### config.mk
export PLATFORM = sky130hd
export DESIGN_NAME = result_collector
export DESIGN_NICKNAME = d
export VERILOG_FILES = /design/src/rtl/result_collector.sv
export SDC_FILE = /design/constraint.sdc
export NUM_CORES = 1
export LEC_CHECK = 0
export BUFFER_PORTS_ARGS = -buffer_cell sky130_fd_sc_hd__clkbuf_2
export CAP_MARGIN = 20
export CELL_PAD_IN_SITES_DETAIL_PLACEMENT = 1
export CELL_PAD_IN_SITES_GLOBAL_PLACEMENT = 1
export CORE_MARGIN = 2
export CORE_UTILIZATION = 50
export DETAILED_ROUTE_END_ITERATION = 10
export PLACE_DENSITY = 0.78
export SYNTH_ARGS = -nofsm -noshare
export SYNTH_HDL_FRONTEND = slang
export SYNTH_SLANG_ARGS = --single-unit
### constraint.sdc
create_clock -name clk -period 3.18 [get_ports clk]
set_input_delay 0.477 -clock clk [delete_from_list [all_inputs] [get_ports clk]]
set_output_delay 0.477 -clock clk [all_outputs]
set_load 0.01 [all_outputs]
### src/rtl/result_collector.sv
// Captures each rising edge of the FSM result strobe into a small FIFO and streams entries out as two 16-bit halves.
// Build option: define RCOL_SKIP_ERR_EN to discard results whose error code is non-zero.
module result_collector #(
  parameter int DEPTH = 4,
  parameter int AW    = 2
) (
  input  logic          clk,
  input  logic          reset,
  input  logic          r_i,
  input  logic [31:0]   data_in,
  input  logic [1:0]    err_in,
  input  logic          rd,
  output logic [15:0]   data_out,
  output logic [1:0]    err_out,
  output logic          half,
  output logic          valid,
  output logic          full,
  output logic [AW:0]   count,
  output logic          overflow
);

  typedef enum logic {HI = 1'b0, LO = 1'b1} half_state_e;

  localparam logic [AW:0] DEPTH_C = (AW+1)'(DEPTH);
  localparam logic [AW:0] ONE_C   = (AW+1)'(1);

  half_state_e state_q, state_d;
  logic [33:0] mem_q [DEPTH];
  logic [AW-1:0] wptr_q, wptr_d, rptr_q, rptr_d;
  logic [AW:0]   count_q, count_d;
  logic          r_prev_q;
  logic          overflow_q, overflow_d;

  logic push_req, push_ok, do_push, transfer, pop;
  logic [33:0] head;

  assign push_req = r_i & ~r_prev_q;
`ifdef RCOL_SKIP_ERR_EN
  assign push_ok  = push_req & (err_in == 2'b00);
`else
  assign push_ok  = push_req;
`endif

  assign valid    = (count_q != '0);
  assign full     = (count_q == DEPTH_C);
  assign count    = count_q;
  assign half     = (state_q == LO);
  assign overflow = overflow_q;

  assign transfer = valid & rd;
  assign pop      = transfer & (state_q == LO);
  // A full FIFO still accepts a push when the same cycle pops the head.
  assign do_push  = push_ok & (~full | pop);

  assign head     = mem_q[rptr_q];
  assign data_out = valid ? (half ? head[15:0] : head[31:16]) : 16'h0000;
  assign err_out  = valid ? head[33:32] : 2'b00;

  always_comb begin
    state_d = state_q;
    case (state_q)
      HI: if (transfer) state_d = LO;
      LO: if (transfer) state_d = HI;
      default: state_d = HI;
    endcase
  end

  always_comb begin
    wptr_d     = wptr_q;
    rptr_d     = rptr_q;
    count_d    = count_q;
    overflow_d = overflow_q;
    if (do_push) wptr_d = wptr_q + 1'b1;
    if (pop)     rptr_d = rptr_q + 1'b1;
    if (do_push && !pop)      count_d = count_q + ONE_C;
    else if (!do_push && pop) count_d = count_q - ONE_C;
    if (push_ok && !do_push)  overflow_d = 1'b1;
  end

  always_ff @(posedge clk or negedge reset) begin
    if (!reset) begin
      state_q    <= HI;
      wptr_q     <= '0;
      rptr_q     <= '0;
      count_q    <= '0;
      r_prev_q   <= 1'b0;
      overflow_q <= 1'b0;
    end else begin
      state_q    <= state_d;
      wptr_q     <= wptr_d;
      rptr_q     <= rptr_d;
      count_q    <= count_d;
      r_prev_q   <= r_i;
      overflow_q <= overflow_d;
    end
  end

  // Storage is not reset; its contents are only observable through valid.
  always_ff @(posedge clk) begin
    if (do_push) mem_q[wptr_q] <= {err_in, data_in};
  end

endmodule

# Yosys cells after proc, flatten, opt, wreduce, memory -nomap -nowiden
# Memories as Yosys holds them, arrays and structs flattened.
# Index checks and enable logic that the tools add are counted.
# W data, S select, Z words.
dict set report op_classes {
  eq_ne 1
  n_mux 10
  n_bitwise 8
  n_reduce_logical 7
  n_addsub 4
}
# op n
set op_table {}
lappend op_table {{$mux W16} 2}
lappend op_table {{$mux W3} 2}
lappend op_table {{$add A2 B1 Y2 const B} 2}
lappend op_table {{$and A1 B1 Y1} 4}
lappend op_table {{$mux W1} 4}
lappend op_table {{$add A3 B1 Y3 const B} 1}
lappend op_table {{$eq A3 B3 Y1 const B} 1}
lappend op_table {{$logic_and A1 B1 Y1} 3}
lappend op_table {{$not A1 Y1} 3}
lappend op_table {{$reduce_bool A3 Y1} 1}
lappend op_table {{$sub A3 B1 Y3 const B} 1}
lappend op_table {{$logic_not A1 Y1} 2}
lappend op_table {{$mux W2} 1}
lappend op_table {{$pmux W1 S2} 1}
lappend op_table {{$reduce_bool A2 Y1} 1}
lappend op_table {{$or A1 B1 Y1} 1}
dict set report totals {
  mem_bits_rw 136
  n_memories 1
  register_bits 10
  output_inout_bits 25
  elab_cells 37
  input_bits 38
}
# name depth width rd rd_ports_with_merged_regs write_ports line
set mem_list {}
lappend mem_list {mem_q 4 34 1 0 1 28} ;# logic [33:0] mem_q [DEPTH];

# Longest topological paths before layout
# Gate-level depths: netlist of run 1.
dict set report depth {
  ltp_word 9
  ltp_mapped 11
  mapped_depth_nobuf 11
}

# Worst setup path before layout of run 1
# Ideal clock, no wire load.
dict set report synth_timing {
  kind {flip-flop to flip-flop}
  start {register count_q[0] (netlist: count[0])}
  end {memory mem_q[0][0], enable pin}
  arrival_time_ns 2.258
  required_ns 2.786
  synth_period_minus_slack_ns 2.652
  setup_slack_ns 0.528
  setup_time_ns 0.394
  n_path_buf 0
  path_stages_with_launch 7
  path_cell_list {dfrtp_1 -> nor3_2 -> nor2b_1 -> ha_1 -> nor4b_2 -> nor3b_2 -> and2_1}
}
dict set report synth_via {
  elab_chain_len 7
  word_cells_on_any_way 9
  classes_between {1 x eq/ne; 2 x mux; 5 x bitwise; 1 x reduce/logical}
}
# element line
set synth_lines {}
lappend synth_lines {{from (decl)} 30} ;# logic [AW:0] count_q, count_d;
lappend synth_lines {{from (signal assigned)} 92} ;# count_q <= count_d;
lappend synth_lines {{$reduce_bool A3 Y1} 44} ;# assign valid = (count_q != '0);
lappend synth_lines {{$and A1 B1 Y1} 50} ;# assign transfer = valid & rd;
lappend synth_lines {{$and A1 B1 Y1} 51} ;# assign pop = transfer & (state_q == LO);
lappend synth_lines {{via pop} 34} ;# logic push_req, push_ok, do_push, transfer, pop;
lappend synth_lines {{$or A1 B1 Y1} 53} ;# assign do_push = push_ok & (~full | pop);
lappend synth_lines {{$and A1 B1 Y1} 53}
lappend synth_lines {{via do_push} 34}
lappend synth_lines {{$mux W1} 100} ;# if (do_push) mem_q[wptr_q] <= {err_in, data_in};
lappend synth_lines {{$mux W1 (not written as such)} 100}
lappend synth_lines {{to (decl)} 28}
# The timed path passes the listed nets, and every way through them passes these cells.

# Final worst setup path of run 1
dict set report layout_timing {
  start {register count_q[0] (netlist: count[0])}
  end {output data_out[4]}
}
dict set report layout_via {
  elab_chain_len 2
}
# element line
set layout_lines {}
lappend layout_lines {{$reduce_bool A3 Y1} 44}
lappend layout_lines {{$mux W16} 56} ;# assign data_out = valid ? (half ? head[15:0] : head[31:16]) : 16'h0000;
lappend layout_lines {{to (decl)} 13} ;# output logic [15:0] data_out,
# No other way between the ends.

==> results of run 1 <==
==> worst min path at each step <==
stage,end,cells after the start
after floorplan,count[0],0
after global placement,half,1
after detailed placement,overflow,1
after CTS,r_prev_q,1
after global routing,r_prev_q,1
final,r_prev_q,1
==> sequential cells by signal (all words and copies together) (netlist names) <==
signal    count
rptr_q        2
overflow      1
half          1
count         3
mem_q       136
r_prev_q      1
wptr_q        2
==> where the power goes <==
| part | switching, mW | internal, mW | leakage [nW] | total (mW) |
|---|---|---|---|---|
| sequential | 0.146 | 2.37 | 1.35 | 2.51 |
| clock | 0.723 | 1.30 | 0.287 | 2.02 |
| combinational | 0.941 | 0.898 | 0.836 | 1.84 |
==> cell usage in the layout, fill, tap and decap left out <==
cell type and instances:
sky130_fd_sc_hd__nor3_2 1, sky130_fd_sc_hd__bufinv_16 3, sky130_fd_sc_hd__nor2b_1 3, sky130_fd_sc_hd__nor2_1 2, sky130_fd_sc_hd__mux2_2 1, sky130_fd_sc_hd__buf_12 3
sky130_fd_sc_hd__clkbuf_1 4, sky130_fd_sc_hd__nor3b_2 1, sky130_fd_sc_hd__mux4_1 18, sky130_fd_sc_hd__nand2_1 1, sky130_fd_sc_hd__nor4b_2 1, sky130_fd_sc_hd__clkbuf_16 17
sky130_fd_sc_hd__ha_1 6, sky130_fd_sc_hd__dfrtp_2 1, sky130_fd_sc_hd__clkinv_2 1, sky130_fd_sc_hd__inv_1 6, sky130_fd_sc_hd__mux2_1 1, sky130_fd_sc_hd__a22o_1 16
sky130_fd_sc_hd__a31o_2 1, sky130_fd_sc_hd__nor3b_1 1, sky130_fd_sc_hd__clkbuf_2 62, sky130_fd_sc_hd__mux4_2 16, sky130_fd_sc_hd__dlygate4sd3_1 1, sky130_fd_sc_hd__clkinvlp_4 3
sky130_fd_sc_hd__fa_1 1, sky130_fd_sc_hd__edfxtp_1 136, sky130_fd_sc_hd__nor2b_2 1, sky130_fd_sc_hd__clkinv_4 1, sky130_fd_sc_hd__dfrtp_1 9, sky130_fd_sc_hd__clkbuf_8 3
sky130_fd_sc_hd__buf_4 9, sky130_fd_sc_hd__xor2_1 3, sky130_fd_sc_hd__xnor2_1 3, sky130_fd_sc_hd__and2_2 4
==> cell type report <==
type / instances / area share, %
inverters: 6 / 0.328
well taps: 143 / 2.61
multi-input cells: 81 / 18.5
clock buffers: 24 / 7.02
repair buffers: 75 / 6.53
clock inverters: 8 / 1.84
flip-flops and latches: 146 / 63.2
==> layer usage <==
| layer | routed length [microns] | share of wire (%) | track usage (%) | up-vias |
|---|---|---|---|---|
| li1 | - | - | - | 1203 |
| met1 | 4650 | 43 | 24.4 | 1417 |
| met2 | 5540 | 51 | 30.9 | 69 |
| met3 | 467 | 4.3 | 6.07 | 15 |
| met4 | 157 | 1.5 | 7.33 | 0 |
| met5 | 0 | 0 | 0 | - |
==> kinds of logic after synthesis <==
kind of cell | synth area share (%)
AO/OA/AOI/OAI | 2.61
XOR/XNOR | 0.920
adder cells (fa/ha/maj) | 1.67
buffers and inverters | 2.06
flip-flops | 75.9
multiplexers | 15.0
AND/OR/NAND/NOR | 1.86
==> stage by stage <==
step	hold slack [ns]	area, sq um
after floorplan	0.181	5710
after global placement	0.364	6240
after detailed placement	0.373	6240
after CTS	0.198	6860
after global routing	0.200	6860
final	0.212	6860
==> flow_summary.html, run 1 <==
<table>
<tr><th>Metric</th><th>Value</th></tr>
<tr><th colspan="2">Run status</th></tr>
<tr><td>Run status</td><td>finished clean</td></tr>
<tr><th colspan="2">Timing</th></tr>
<tr><td>Post-route setup slack</td><td>0.299 ns</td></tr>
<tr><td>Slew of the pin with the lowest slew margin</td><td>0.997 ns</td></tr>
<tr><td>Number of failing hold endpoints at the final stage</td><td>0</td></tr>
<tr><td>Max-slew violations</td><td>0</td></tr>
<tr><td>Sum Neg Setup Slack</td><td>0 ns</td></tr>
<tr><td>Unrepaired setup endpoints after global routing</td><td>false</td></tr>
<tr><td>Final setup skew</td><td>0.00754 ns</td></tr>
<tr><td>Slew margin rel.</td><td>33.2%</td></tr>
<tr><td>Maximum clock frequency</td><td>347 MHz</td></tr>
<tr><td>Post-route minimum period</td><td>2.88 ns</td></tr>
<tr><td>Period utilization</td><td>90.6%</td></tr>
<tr><td>Final setup viols</td><td>0</td></tr>
<tr><th colspan="2">Synthesis</th></tr>
<tr><td>Share of flip-flops with an asynchronous set or reset</td><td>6.85%</td></tr>
<tr><td>Post-synthesis cell count</td><td>244</td></tr>
<tr><td>Yosys top cell by area</td><td>sky130_fd_sc_hd__edfxtp_1</td></tr>
<tr><td>Portion of the post-synthesis area used by sequential elements</td><td>75.9%</td></tr>
<tr><td>Cell Area, Synth</td><td>5710 sq um</td></tr>
<tr><td>Number of synthesized register bits</td><td>146</td></tr>
<tr><td>Post-synth cell types</td><td>25</td></tr>
<tr><td>Post-synth net total</td><td>289</td></tr>
<tr><td>Synthesized area per cell</td><td>23.4 sq um</td></tr>
<tr><td>Proportion of netlist area held by the largest area contributor</td><td>71.5%</td></tr>
<tr><td>Top post-synthesis cells by count</td><td>sky130_fd_sc_hd__edfxtp_1 (136), sky130_fd_sc_hd__mux4_1 (18), sky130_fd_sc_hd__a22o_1 (16), sky130_fd_sc_hd__mux4_2 (16), sky130_fd_sc_hd__dfrtp_1 (10)</td></tr>
<tr><td>Main synth FF type</td><td>sky130_fd_sc_hd__edfxtp_1</td></tr>
<tr><td>Most frequent cell after synthesis</td><td>sky130_fd_sc_hd__edfxtp_1</td></tr>
<tr><td>Synth warn</td><td>0</td></tr>
<tr><td>Top cells by area in the synthesized netlist</td><td>sky130_fd_sc_hd__edfxtp_1 (72%), sky130_fd_sc_hd__mux4_1 (8.3%), sky130_fd_sc_hd__mux4_2 (6.3%)</td></tr>
<tr><td>Post-synth EDFFs</td><td>136</td></tr>
<tr><th colspan="2">Placed design</th></tr>
<tr><td>Estimated wirelength of the detail-placed design</td><td>6710 microns</td></tr>
<tr><td>Number of port buffers</td><td>62</td></tr>
<tr><td>Final Wtd Congestion</td><td>0.692</td></tr>
<tr><td>Number of cells after detailed placement</td><td>450</td></tr>
<tr><td>Worst-case setup slack after placement</td><td>0.439 ns</td></tr>
<tr><th colspan="2">Clock tree</th></tr>
<tr><td>Max Root-Sink Buffers</td><td>2</td></tr>
<tr><td>Worst-path clk slew</td><td>0.06 ns</td></tr>
<tr><td>TritonCTS buffer count</td><td>17</td></tr>
<tr><td>Hold Buf Count CTS</td><td>1</td></tr>
<tr><td>Count of buffers added by post-CTS timing repair for setup</td><td>0</td></tr>
<tr><td>Clock Latency Late Sink</td><td>0.42 ns</td></tr>
<tr><td>Clock sink total</td><td>146</td></tr>
<tr><td>CTS tree</td><td>yes</td></tr>
<tr><td>Root Buffer</td><td>sky130_fd_sc_hd__clkbuf_16</td></tr>
<tr><td>Number of H-tree levels</td><td>4</td></tr>
<tr><td>Number of gates given a new drive strength after cts</td><td>0</td></tr>
<tr><th colspan="2">Critical path</th></tr>
<tr><td>Worst-case register-to-register setup slack</td><td>0.46 ns</td></tr>
<tr><td>Cell Chain, Critical Path</td><td>nor3_2 &gt; buf_4 &gt; nor2b_2 &gt; a22o_1 &gt; clkbuf_2</td></tr>
<tr><td>Setup CP Type</td><td>flop to output port</td></tr>
<tr><td>Slowest Stage Delay on Critical Path</td><td>0.78 ns</td></tr>
<tr><td>Reg-to-reg critical path startpoint</td><td>count[0]</td></tr>
<tr><td>WP data required</td><td>2.70 ns</td></tr>
<tr><td>Type of element launching the critical path</td><td>flop</td></tr>
<tr><td>Number of buffer and inverter stages on the critical path</td><td>2</td></tr>
<tr><td>Critical-path top delay cell</td><td>sky130_fd_sc_hd__nor2b_2</td></tr>
<tr><td>Number of logic stages on the critical path including buffering</td><td>5</td></tr>
<tr><td>Top cell family by delay on the critical path</td><td>simple AND/OR/NAND/NOR gates</td></tr>
<tr><td>Reg2reg end</td><td>count[2]</td></tr>
<tr><td>Maximum fanout along the worst path</td><td>16</td></tr>
<tr><td>Critical Path Source</td><td>count[0]</td></tr>
<tr><td>Worst path arrival time</td><td>2.40 ns</td></tr>
<tr><td>Destination of the critical timing path</td><td>data_out[4]</td></tr>
<tr><td>R2r worst-path depth</td><td>11</td></tr>
<tr><td>Category of the worst setup path capture point</td><td>output port</td></tr>
<tr><th colspan="2">Floorplanning</th></tr>
<tr><td>Core footprint</td><td>11300 sq um</td></tr>
<tr><td>Starting utilization of the core area</td><td>50.7%</td></tr>
<tr><td>Area of the die</td><td>12300 sq um</td></tr>
<tr><td># rows</td><td>39</td></tr>
<tr><td>Die height</td><td>111 microns</td></tr>
<tr><td>Number of top-level design ports</td><td>63</td></tr>
<tr><td>Width of the die</td><td>111 microns</td></tr>
<tr><th colspan="2">Pwr</th></tr>
<tr><td>Leakage</td><td>2.47 nW</td></tr>
<tr><td>Areal power density over the cells</td><td>929 nW/um^2</td></tr>
<tr><td>Final total power</td><td>6.37 mW</td></tr>
<tr><td>VDD IR-drop max</td><td>0.000480 V</td></tr>
<tr><th colspan="2">Final layout</th></tr>
<tr><td>Area delta synth-&gt;final</td><td>20.1%</td></tr>
<tr><td>Final core utilization</td><td>60.9%</td></tr>
<tr><td>Number of cells in the finished layout apart from fillers</td><td>483</td></tr>
<tr><td>FF+latch area</td><td>4340 sq um</td></tr>
<tr><td>Fin nets</td><td>372</td></tr>
<tr><td>Layout fillers</td><td>953</td></tr>
<tr><td>Share of cells above drive strength 1</td><td>37.9%</td></tr>
<tr><td>Combined area of the multi-input logic cells</td><td>1270 sq um</td></tr>
<tr><td>Inserted Diodes</td><td>0</td></tr>
<tr><th colspan="2">Drt</th></tr>
<tr><td>Via density per instance</td><td>5.60</td></tr>
<tr><td>Routed wire length</td><td>10800 microns</td></tr>
<tr><td>Post-route DRC violation count</td><td>0</td></tr>
<tr><td>Routed length per placed instance</td><td>22.4 microns</td></tr>
<tr><td>Iter 0 DRT Violations</td><td>128</td></tr>
<tr><td>ANT nets after route</td><td>0</td></tr>
<tr><td>First-pass iteration count of the detailed router</td><td>4</td></tr>
<tr><td>Total via count after detailed routing</td><td>2704</td></tr>
<tr><th colspan="2">GRT</th></tr>
<tr><td>Number of antenna violations at the first check in global routing</td><td>0</td></tr>
<tr><td>Residual overflow from global routing</td><td>0</td></tr>
<tr><td>Pin count of the biggest net entering global routing</td><td>23</td></tr>
<tr><td>Vias in the first global route</td><td>2990</td></tr>
<tr><td>Total track usage</td><td>19.1%</td></tr>
<tr><td>Global-route wire length before repair</td><td>17300 microns</td></tr>
<tr><th colspan="2">Job</th></tr>
<tr><td>Max-capacitance violation count</td><td>0</td></tr>
<tr><th colspan="2">Hold path</th></tr>
<tr><td>Launch point of the worst hold path</td><td>r_i</td></tr>
<tr><td>Type of the tightest min-delay check</td><td>input port to flop</td></tr>
</table>
No activity file was read; power rests on OpenSTA's default activity.
==> run 2, diff against run 1 <==
CORE_UTILIZATION = 45   (was 50)
GPL_TIMING_DRIVEN = 0   (was default)
PLACE_DENSITY = 0.71   (was 0.78)
==> flow_summary.html, run 2 (synthesized netlist as in run 1, its figures left out) <==
<table>
<tr><th>Metric</th><th>Value</th></tr>
<tr><th colspan="2">Clock tree</th></tr>
<tr><td>CTS tree</td><td>yes</td></tr>
<tr><td>Number of gates given a new drive strength after cts</td><td>0 (unchanged)</td></tr>
<tr><td>Clock Latency Late Sink</td><td>0.41 ns (about the same)</td></tr>
<tr><td>Worst-path clk slew</td><td>0.05 ns (about the same)</td></tr>
<tr><td>TritonCTS buffer count</td><td>17 (unchanged)</td></tr>
<tr><td>Root Buffer</td><td>sky130_fd_sc_hd__clkbuf_16</td></tr>
<tr><td>Max Root-Sink Buffers</td><td>2 (unchanged)</td></tr>
<tr><td>Number of H-tree levels</td><td>4 (unchanged)</td></tr>
<tr><td>Clock sink total</td><td>146 (unchanged)</td></tr>
<tr><td>Count of buffers added by post-CTS timing repair for setup</td><td>0 (unchanged)</td></tr>
<tr><th colspan="2">Timing</th></tr>
<tr><td>Unrepaired setup endpoints after global routing</td><td>false</td></tr>
<tr><td>Final setup viols</td><td>0 (unchanged)</td></tr>
<tr><td>Number of failing hold endpoints at the final stage</td><td>0 (unchanged)</td></tr>
<tr><td>Max-slew violations</td><td>0 (unchanged)</td></tr>
<tr><td>Final setup skew</td><td>0.00688 ns (-0.000657 ns)</td></tr>
<tr><td>Post-Route Hold Slack</td><td>0.197 ns (-0.0155 ns)</td></tr>
<tr><td>Period utilization</td><td>91.2% (+0.63 points)</td></tr>
<tr><td>Post-route minimum period</td><td>2.90 ns (+0.0202 ns)</td></tr>
<tr><td>Slew of the pin with the lowest slew margin</td><td>0.544 ns (-0.453 ns)</td></tr>
<tr><td>Slew margin rel.</td><td>63.6% (+30 points)</td></tr>
<tr><td>Post-route setup slack</td><td>0.278 ns (-0.0202 ns)</td></tr>
<tr><td>Maximum clock frequency</td><td>345 MHz (-0.70%)</td></tr>
<tr><th colspan="2">Pwr</th></tr>
<tr><td>Leakage</td><td>2.47 nW (-0.18%)</td></tr>
<tr><td>VDD IR-drop max</td><td>0.000458 V (-4.6%)</td></tr>
<tr><td>Areal power density over the cells</td><td>907 nW/um^2 (-2.4%)</td></tr>
<tr><th colspan="2">Final layout</th></tr>
<tr><td>Flip-flop count of the largest register, all copies and words added</td><td>136 (unchanged)</td></tr>
<tr><td>FF+latch area</td><td>4330 sq um (about the same)</td></tr>
<tr><td>Highest-count cells in the layout ignoring fill and taps</td><td>sky130_fd_sc_hd__edfxtp_1 (136), sky130_fd_sc_hd__clkbuf_2 (62), sky130_fd_sc_hd__mux4_1 (18)</td></tr>
<tr><td>Final standard cell area without fillers</td><td>6890 sq um (+0.44%)</td></tr>
<tr><td>Largest register by flop count</td><td>mem_q</td></tr>
<tr><td>Most frequent standard cell in the layout excluding fill and tap cells</td><td>sky130_fd_sc_hd__edfxtp_1</td></tr>
<tr><td>Inserted Diodes</td><td>0 (unchanged)</td></tr>
<tr><td>Layout fillers</td><td>1134 (+19%)</td></tr>
<tr><td>Combined area of the multi-input logic cells</td><td>1260 sq um (-0.20%)</td></tr>
<tr><td>Area delta synth-&gt;final</td><td>20.6%</td></tr>
<tr><td>Share of cells above drive strength 1</td><td>36.4% (-1.5 points)</td></tr>
<tr><td>Fin nets</td><td>375 (+0.81%)</td></tr>
<tr><th colspan="2">Placed design</th></tr>
<tr><td>Post-detailed-placement cell area</td><td>6330 sq um (+1.4%)</td></tr>
<tr><td>Worst-case setup slack after placement</td><td>0.235 ns (-0.204 ns)</td></tr>
<tr><td>Final Wtd Congestion</td><td>0.731 (+5.6%)</td></tr>
<tr><td>Number of port buffers</td><td>62 (unchanged)</td></tr>
<tr><td>Estimated wirelength of the detail-placed design</td><td>6950 microns (+3.5%)</td></tr>
<tr><th colspan="2">Critical path</th></tr>
<tr><td>Maximum fanout along the worst path</td><td>7 (-9)</td></tr>
<tr><td>Category of the worst setup path capture point</td><td>flop</td></tr>
<tr><td>Reg-to-reg critical path startpoint</td><td>count[1]</td></tr>
<tr><td>Type of element launching the critical path</td><td>flop</td></tr>
<tr><td>CP most frequent cell</td><td>sky130_fd_sc_hd__ha_1</td></tr>
<tr><td>Slowest Stage Delay on Critical Path</td><td>0.47 ns (-0.31 ns)</td></tr>
<tr><td>Critical-path top delay cell</td><td>sky130_fd_sc_hd__nor3_2</td></tr>
<tr><td>Cell Chain, Critical Path</td><td>nor3_2 &gt; nor2b_1 &gt; ha_1 &gt; nor4b_2 &gt; nor3b_2 &gt; ha_1 &gt; inv_1 &gt; fa_1 &gt; mux2_2</td></tr>
<tr><td>Number of buffer and inverter stages on the critical path</td><td>1 (-1)</td></tr>
<tr><td>Worst path arrival time</td><td>3.20 ns (+0.80 ns)</td></tr>
<tr><td>Setup CP Type</td><td>flop to flop</td></tr>
<tr><td>WP data required</td><td>3.48 ns (+0.78 ns)</td></tr>
<tr><td>Critical Path Source</td><td>count[1]</td></tr>
<tr><td>Top cell family by delay on the critical path</td><td>simple AND/OR/NAND/NOR gates</td></tr>
<tr><th colspan="2">Job</th></tr>
<tr><td>Max-capacitance violation count</td><td>0 (unchanged)</td></tr>
<tr><th colspan="2">Run status</th></tr>
<tr><td>Run status</td><td>finished clean</td></tr>
<tr><th colspan="2">Drt</th></tr>
<tr><td>First-pass iteration count of the detailed router</td><td>4 (unchanged)</td></tr>
<tr><td>ANT nets after route</td><td>0 (unchanged)</td></tr>
<tr><td>Post-route DRC violation count</td><td>0 (unchanged)</td></tr>
<tr><td>Total via count after detailed routing</td><td>2679 (-0.92%)</td></tr>
<tr><td>Routed length per placed instance</td><td>20.9 microns (-6.6%)</td></tr>
<tr><td>Via density per instance</td><td>5.20 (-7.1%)</td></tr>
<tr><td>Iter 0 DRT Violations</td><td>129 (+0.78%)</td></tr>
<tr><td>Routed wire length</td><td>10800 microns (-0.38%)</td></tr>
<tr><th colspan="2">Floorplanning</th></tr>
<tr><td>Number of top-level design ports</td><td>63 (unchanged)</td></tr>
<tr><td>Starting utilization of the core area</td><td>45.6% (-5.0 points)</td></tr>
<tr><td>Width of the die</td><td>117 microns (+5.2%)</td></tr>
<tr><td>Die height</td><td>117 microns (+5.2%)</td></tr>
<tr><td>Area of the die</td><td>13600 sq um (+11%)</td></tr>
<tr><td># rows</td><td>41 (+5.1%)</td></tr>
<tr><td>Core footprint</td><td>12500 sq um (+11%)</td></tr>
<tr><th colspan="2">GRT</th></tr>
<tr><td>Residual overflow from global routing</td><td>0 (unchanged)</td></tr>
<tr><td>Total track usage</td><td>17.6% (-1.5 points)</td></tr>
<tr><td>Pin count of the biggest net entering global routing</td><td>32 (+39%)</td></tr>
<tr><td>Vias in the first global route</td><td>2926 (-2.1%)</td></tr>
<tr><td>Global-route wire length before repair</td><td>16600 microns (-3.8%)</td></tr>
<tr><td>Number of antenna violations at the first check in global routing</td><td>0 (unchanged)</td></tr>
<tr><th colspan="2">Hold path</th></tr>
<tr><td>Type of the tightest min-delay check</td><td>input port to flop</td></tr>
<tr><td>Launch point of the worst hold path</td><td>r_i</td></tr>
</table>
run 2: cell types whose count changed in the layout (fill, tap and decap cells not counted), moves of 2 or more:
cell | before | now
sky130_fd_sc_hd__buf_4 | 9 | 0
sky130_fd_sc_hd__clkinv_1 | 0 | 6
sky130_fd_sc_hd__buf_2 | 0 | 5
sky130_fd_sc_hd__clkbuf_8 | 3 | 0
sky130_fd_sc_hd__buf_12 | 3 | 5
sky130_fd_sc_hd__buf_6 | 0 | 2
sky130_fd_sc_hd__clkinv_2 | 1 | 3
run 2: metal layers:
layer | vias up | global-route usage, % | share of wire (%)
met1 | 1394 | 21.7 | 42
met5 | - | 0 | 0
met2 | 59 | 29.9 | 52
met3 | 15 | 4.36 | 4.1
li1 | 1211 | - | -
met4 | 0 | 7.84 | 1.8
run 2: layout make-up:
| class | count | area share, % |
|---|---|---|
| clock buffer | 18 | 6.23 |
| inverter | 6 | 0.327 |
| sequential | 146 | 62.9 |
| clock inverter | 14 | 1.76 |
| buffer | 11 | 1.38 |
| multi-input combinational | 81 | 18.3 |
| tap | 172 | 3.12 |
| timing repair buffer | 67 | 5.92 |
run 2: path summary, 6_finish.rpt:
path / end / slack [ns] / depth (start not counted)
worst min-delay path: r_prev_q / 0.20 / 1
worst min register to register: overflow / 0.47 / 1
worst max register to register: count[1] / 0.28 / 9
max in group asynchronous: rptr_q[1] / 2.49 / 2
min in group asynchronous: wptr_q[1] / 0.47 / 2
worst max-delay path: count[1] / 0.28 / 9
run 2: timing repair:
action | CTS | global route
hold buffers | 1 | 0
endpoints found under the setup margin | 0 | 0
endpoints found under the hold margin | 10 | 0
run 2: through the flow:
stage	utilization, %	total power, mW	instances	setup TNS [ns]
after floorplan	-	3.79	244	0
after global placement	49.8	4.42	478	-54.85
after detailed placement	50.6	4.49	482	0
after CTS	55.0	6.36	515	0
after global routing	55.0	6.58	515	0
final	55.0	6.25	515	0
run 2: where the power goes:
part           leakage [nW]  switching [mW]  internal [mW]
combinational         0.853           0.990          0.944
clock                 0.264           0.716           1.13
sequential             1.35           0.101           2.37
total                  2.47            1.81           4.44
